`src/rtl/shift_register_n.sv`:
```
// rtl/shift_register_n.sv - WIDTH-bit register with load/shift/rotate ops and a counted multi-cycle shift sequence.
module shift_register_n #(
  parameter int WIDTH = 8,
  parameter int CNT_W = 4
) (
  input  logic             Clk,
  input  logic             Rst,
  input  logic             En,
  input  logic [2:0]       Mode,
  input  logic [WIDTH-1:0] D,
  input  logic             SerInL,
  input  logic             SerInR,
  input  logic             Start,
  input  logic [CNT_W-1:0] Amount,
  output logic [WIDTH-1:0] Q,
  output logic [WIDTH-1:0] notQ,
  output logic             SerOutL,
  output logic             SerOutR,
  output logic             Busy,
  output logic             Done
);

  typedef enum logic {Idle, Shifting} stateT;

  localparam logic [2:0] ModeHold   = 3'b000;
  localparam logic [2:0] ModeLoad   = 3'b001;
  localparam logic [2:0] ModeShl    = 3'b010;
  localparam logic [2:0] ModeShr    = 3'b011;
  localparam logic [2:0] ModeRol    = 3'b100;
  localparam logic [2:0] ModeRor    = 3'b101;
  localparam logic [2:0] ModeAsr    = 3'b110;
  localparam logic [2:0] ModeClear  = 3'b111;

  localparam logic [CNT_W-1:0] CntOne = CNT_W'(1);

  stateT            state, stateNext;
  logic [WIDTH-1:0] qReg, qNext;
  logic [CNT_W-1:0] cntReg, cntNext;
  logic [2:0]       modeReg, modeNext;
  logic             doneReg, doneNext;
  logic             seqMode;

  function automatic logic [WIDTH-1:0] applyMode(
    input logic [2:0]       op,
    input logic [WIDTH-1:0] cur,
    input logic [WIDTH-1:0] load,
    input logic             inL,
    input logic             inR
  );
    logic [WIDTH-1:0] res;
    case (op)
      ModeHold:  res = cur;
      ModeLoad:  res = load;
      ModeShl:   res = {cur[WIDTH-2:0], inR};
      ModeShr:   res = {inL, cur[WIDTH-1:1]};
      ModeRol:   res = {cur[WIDTH-2:0], cur[WIDTH-1]};
      ModeRor:   res = {cur[0], cur[WIDTH-1:1]};
      ModeAsr:   res = {cur[WIDTH-1], cur[WIDTH-1:1]};
      ModeClear: res = '0;
      default:   res = cur;
    endcase
    return res;
  endfunction

  // Only the shift/rotate family can be repeated; load, hold and clear ignore Start.
  assign seqMode = (Mode != ModeHold) && (Mode != ModeLoad) && (Mode != ModeClear);

  always_comb begin
    stateNext = state;
    qNext     = qReg;
    cntNext   = cntReg;
    modeNext  = modeReg;
    doneNext  = 1'b0;
    if (En) begin
      case (state)
        Idle: begin
          if (Start && seqMode) begin
            if (Amount == '0) begin
              doneNext = 1'b1;
            end else begin
              modeNext  = Mode;
              cntNext   = Amount;
              stateNext = Shifting;
            end
          end else begin
            qNext = applyMode(Mode, qReg, D, SerInL, SerInR);
          end
        end
        Shifting: begin
          qNext   = applyMode(modeReg, qReg, D, SerInL, SerInR);
          cntNext = cntReg - CntOne;
          if (cntReg == CntOne) begin
            stateNext = Idle;
            doneNext  = 1'b1;
          end
        end
        default: stateNext = Idle;
      endcase
    end
  end

  always_ff @(posedge Clk) begin
    if (Rst) begin
      state   <= Idle;
      qReg    <= '0;
      cntReg  <= '0;
      modeReg <= ModeHold;
      doneReg <= 1'b0;
    end else begin
      state   <= stateNext;
      qReg    <= qNext;
      cntReg  <= cntNext;
      modeReg <= modeNext;
      doneReg <= doneNext;
    end
  end

  assign Q       = qReg;
  assign notQ    = ~qReg;
  assign SerOutL = qReg[WIDTH-1];
  assign SerOutR = qReg[0];
  assign Busy    = (state == Shifting);
  assign Done    = doneReg;

endmodule

```
`config.mk`:
```
export PLATFORM = sky130hd
export DESIGN_NAME = shift_register_n
export DESIGN_NICKNAME = d
export VERILOG_FILES = /design/src/rtl/shift_register_n.sv
export SDC_FILE = /design/constraint.sdc
export NUM_CORES = 1
export LEC_CHECK = 0
export ABC_AREA = 1
export BUFFER_PORTS_ARGS = -buffer_cell sky130_fd_sc_hd__buf_2
export CAP_MARGIN = 20
export CORE_MARGIN = 2
export CORE_UTILIZATION = 45
export DETAILED_ROUTE_END_ITERATION = 8
export MAX_ROUTING_LAYER = met4
export PLACE_DENSITY = 0.79
export RECOVER_POWER = 100
export SYNTH_ARGS = -nofsm -noshare
export SYNTH_HDL_FRONTEND = slang
export SYNTH_SLANG_ARGS = --single-unit
export TNS_END_PERCENT = 50
```
`constraint.sdc`:
```
create_clock -name Clk -period 3.4 [get_ports Clk]
set_input_delay 0.68 -clock Clk [delete_from_list [all_inputs] [get_ports Clk]]
set_output_delay 0.68 -clock Clk [all_outputs]
set_load 0.01 [all_outputs]
```
**Word-level counts from Yosys, hierarchy flattened**

Cells that the tools add are included.

- Bitwise gates (word level): 4
- Magnitude comparators: 0
- Muxes and demuxes: 15
- Divide/modulo/power cells: 0
- Shift-type cells: 0
- Multipliers: 0
- Add/subtract/negate cells: 1
- Reduce and logical (&&, ||, !) cells: 12
- Equal/unequal tests: 24

Operators with widths:

| operator | number |
|---|---|
| $pmux W8 S7 | 2 |
| $eq A3 B3 Y1 const B | 8 |
| $pmux W8 S2 | 1 |
| $ne A2 B2 Y1 const B | 7 |
| $eq A3 B2 Y1 const B | 4 |
| $mux W4 | 2 |
| $mux W8 | 1 |
| $not A8 Y8 | 1 |
| $pmux W4 S2 | 1 |
| $reduce_and A4 Y1 | 2 |
| $eq A3 B1 Y1 const B | 2 |
| $logic_not A3 Y1 | 2 |
| $mux W1 | 6 |
| $reduce_and A6 Y1 | 1 |
| $eq A4 B1 Y1 const B | 1 |
| $logic_not A4 Y1 | 1 |
| $pmux W1 S2 | 2 |
| $sub A4 B1 Y4 const B | 1 |
| $logic_and A1 B1 Y1 | 3 |
| $ne A3 B1 Y1 const B | 1 |
| $ne A3 B3 Y1 const B | 1 |
| $not A1 Y1 | 3 |
| $reduce_and A3 Y1 | 1 |
| $reduce_bool A3 Y1 | 1 |
| $reduce_or A2 Y1 | 1 |

- Output and inout bits: 20
- Bits in read-only memories: 0
- Memory bits (writable): 0
- Bits in latches: 0
- Word-level logic and storage cells: 62
- Memories: 0
- Register bits: 17

**Logic depth before layout (Yosys ltp)**

- Depth after elaboration: 6
- Mapped depth: 10
- Gate-level depth less buffers: 10

**Least setup slack after synthesis**

No wires, ideal clock.

- Path kind: input -> register
- From: input Mode[2]
- To: register qReg[0] (netlist: Q[0])
- Setup time: 0.109 ns
- Arrival: 1.381 ns
- Setup slack: 1.910 ns
- Data required time: 3.291 ns
- Stages: 10
- Cells stage by stage: inv_2 nand2_4 nand3_4 nand2_2 nand2_2 nand2_4 inv_4 nand3_1 nand2_1 inv_1

- Cells in the longest elaborated chain, start to end: 6
- Elaborated cells on any way between the ends: 20
- Classes of those cells: eq/ne (11); mux (3); reduce/logical (6)

Ends and longest elaborated chain:

| what | RTL line | source |
|---|---|---|
| start, declared | 9 | `input logic [2:0] Mode,` |
| parallel branches: the longest is 6 deep, another holds $pmux W8 S7 | n/a |  |
| end signal, assigned | 111 | `qReg <= qNext;` |
| end, declared | 37 | `logic [WIDTH-1:0] qReg, qNext;` |

Parallel ways; which one is timed is not known. The select of a mux whose other input is x is not followed.
A chain may end at the register's enable or synchronous reset.

**Final worst setup path**

- From: input Mode[1]
- To: register cntReg[0]

- Cells in the longest elaborated chain, start to end: 6
- Elaborated cells on any way between the ends: 8
- Classes of those cells: eq/ne (3); reduce/logical (5)

Ends and longest elaborated chain:

| what | RTL line | source |
|---|---|---|
| $ne A3 B1 Y1 / $reduce_bool A3 Y1 (equally long branches) | 66 | `assign seqMode = (Mode != ModeHold) && (Mode != ModeLoad) && (Mode != ModeClear);` |
| $logic_and A1 B1 Y1 | 66 |  |
| $logic_and A1 B1 Y1 * | 66 |  |
| $logic_and A1 B1 Y1 * | 77 | `if (Start && seqMode) begin` |
| $ne A2 B2 Y1 (no source line) * | n/a |  |
| $reduce_and A3 Y1 (no source line) * | n/a |  |
| end signal, assigned | 112 | `cntReg <= cntNext;` |
| end, declared | 38 | `logic [CNT_W-1:0] cntReg, cntNext;` |

Mark *: on every way between the ends. The rest lies on a longest branch, timed or not.

==> metrics.cfg <==
[status]
outcome = completed

[timing]
period_needed_ns = 2.40
skew_ns = 0.00371
finalSetupTns_ns = 0
finalMaxSlewViolations = 0
max_slew_margin_pct = 48.6
period_share_pct = 70.7
worstMarginPinSlew_ns = 0.763
hold_violations = 0
rsz0062_at_grt = false
setup-violations-final = 0
hold_slack_ns = 0.570
fmax_mhz = 416

[synth]
synth_fp_nets = 294
synth_area_leaders = dfxtp_1, nand2_1, nand3_1, nor2_1, inv_1
ys_ff_latch = 17
ys_warn_count = 0
synth_top_area_share_pct = 22.6
synth-edff-count = 0
synth_top_area_cell = dfxtp_1
synth_flop_cell = dfxtp_1
synth_common_cells = nand2_1, nor2_1, inv_1
netlist_instances = 271
synth_area_per_cell_um2 = 5.57
synth_seq_area_share_pct = 22.6
synth_cell_types = 26
synth-async-reset-ratio_pct = 0
synth_most_common_cell = nand2_1
synth_area_um2 = 1510

[die]
rows = 21
io-pin-count = 41
die_h_um = 61.9
start_util_pct = 45.9
dieArea_um2 = 3830
core-area_um2 = 3280
die_w_um = 61.9

[setup_path]
cp.arrival_ns = 2.61
critPathMaxStageDelay_ns = 0.61
reg2reg_setup_slack_ns = 1.62
path_cells = clkbuf_1, inv_1, nand2_1, nand3_1, nor2_1, o21ai_0, nand2_1, nand2_1, nor2_1
cpMostUsedCell = nand2_1
startpoint_type = input port
cp_top_family = simple AND/OR/NAND/NOR gates
cp.required_ns = 3.61
critPathBufInv = 2
path_class = input port to flop
worstPathMaxFanout = 17
slowest_stage = o21ai_0
cp-end-kind = flop

[cts]
cts_root_buffer = clkbuf_4
cts_num_sinks = 17
cts-htree-levels = 1
path_clk_slew_ns = 0.11
ctsHoldBuffers = 0
numCtsBuffers = 3
cts_tree = built
post-cts-setup-buffer-count = 0
cts_resized = 0
clock_path_buffers = 2
clk_latency_ns = 0.30

[power_and_ir_drop]
leakagePower_uw = 0.000867
peakVddDrop_uv = 155
power_density_nw_per_um2 = 332
totalPowerFinal_uw = 557

[cells_and_area]
finalCoreUtilization_pct = 51.1
drive_gt1_share_pct = 11.4
fill_cells = 395
final_nets = 331
area_delta_synth_final_pct = 11.2
n_antenna_cell = 0

[global_routing]
overflow = 0
grt_first_pass_wirelength_mm = 6.53
grt_antenna_before_repair = 0
grt_util_all_layers_pct = 23.3
grt_pass1_vias = 1496
grt_max_degree = 18

[routing]
vias_per_cell = 4.93
drt-wirelength-per-cell_um = 11.4
num_vias = 1740
drcViolationCount = 0
dr.pass1.iters = 4
routed_wl_mm = 4.03
dr.first_iter.drc_count = 139
ant_nets = 0

[placement]
gp_congestion = 0.844
place.port_buffers = 40
hpwl_mm = 2.98

[flow_run]
maxCapViolCount = 0

[hold_path]
hp-class = flop to flop

[worst reg2reg max path, cell delays in order (launching register included)]
cell	delay, ns
dfxtp_1	0.70
inv_1	0.22
nand2_1	0.14
nand2_1	0.26
inv_4	0.19
nand3_1	0.10
nand2_1	0.06
inv_1	0.03
[routing by layer]
metal  routed length, um  vias up  track usage (%)
li1                    -      925                -
met1                1950      743             31.2
met2                1800       67             37.3
met3                 230        5             1.86
met4                  50        0             7.29
met5                   0        -                -
[final timing paths]
| kind | from | end | cells past startpoint |
|---|---|---|---|
| max reg2reg | Busy | Q[5] | 7 |
| min reg2reg | cntReg[3] | cntReg[3] | 4 |
| max | Mode[1] | cntReg[0] | 9 |
| min | cntReg[3] | cntReg[3] | 4 |
[kinds of logic after synthesis]
family | after synthesis | synth area share [%]
AOI/OAI and AO/OA | 29 | 11.2
and+or+nand+nor | 172 | 50.5
DFF | 17 | 22.6
buffers and inverters | 51 | 14.1
adders and majority gates | 2 | 1.66
[where the power goes]
part	total (uW)	internal [uW]	switching (uW)	leakage, uW
Combinational	194	68.1	125	0.000712
Clock	118	45.8	72.6	0.0000150
Sequential	245	217	28.4	0.000140
Total	557	331	227	0.000867
[flip-flops by register name, indices dropped and copies added, names as in the netlist]
signal,cells
Done,1
cntReg,4
modeReg,3
Busy,1
Q,8
[area by class of cell]
type	count	area, um^2	share of cell area, %
multi-input cells	203	912	54.4
flip-flops and latches	17	340	20.3
repair buffers	41	181	10.8
inverters	42	160	9.55
well taps	46	57.6	3.43
clock buffers	4	26.3	1.57
[metrics by stage]
step	area [um^2]	worst slack (ns)	instances
5_1_grt	1680	0.744	353
6_report	1680	0.995	353
2_1_floorplan	1510	1.91	271
3_5_place_dp	1720	1.53	349
4_1_cts	1750	1.50	353
3_3_place_gp	1720	1.58	349
[cell usage in the layout, fill, tap and decap left out, drive strengths merged]
master  netlist  layout
a211oi        1       1
nand4         6       6
buf           8      20
nand3        38      38
a31oi         1       1
nand2        87      87
nor3          1       1
a21oi        11      11
o22ai         1       1
dfxtp        17      17
ha            2       2
o21ai        15      15
or2           1       1
inv          42      42
clkbuf        1      25
nor2         39      39
Power figures use the tool's default switching activity.
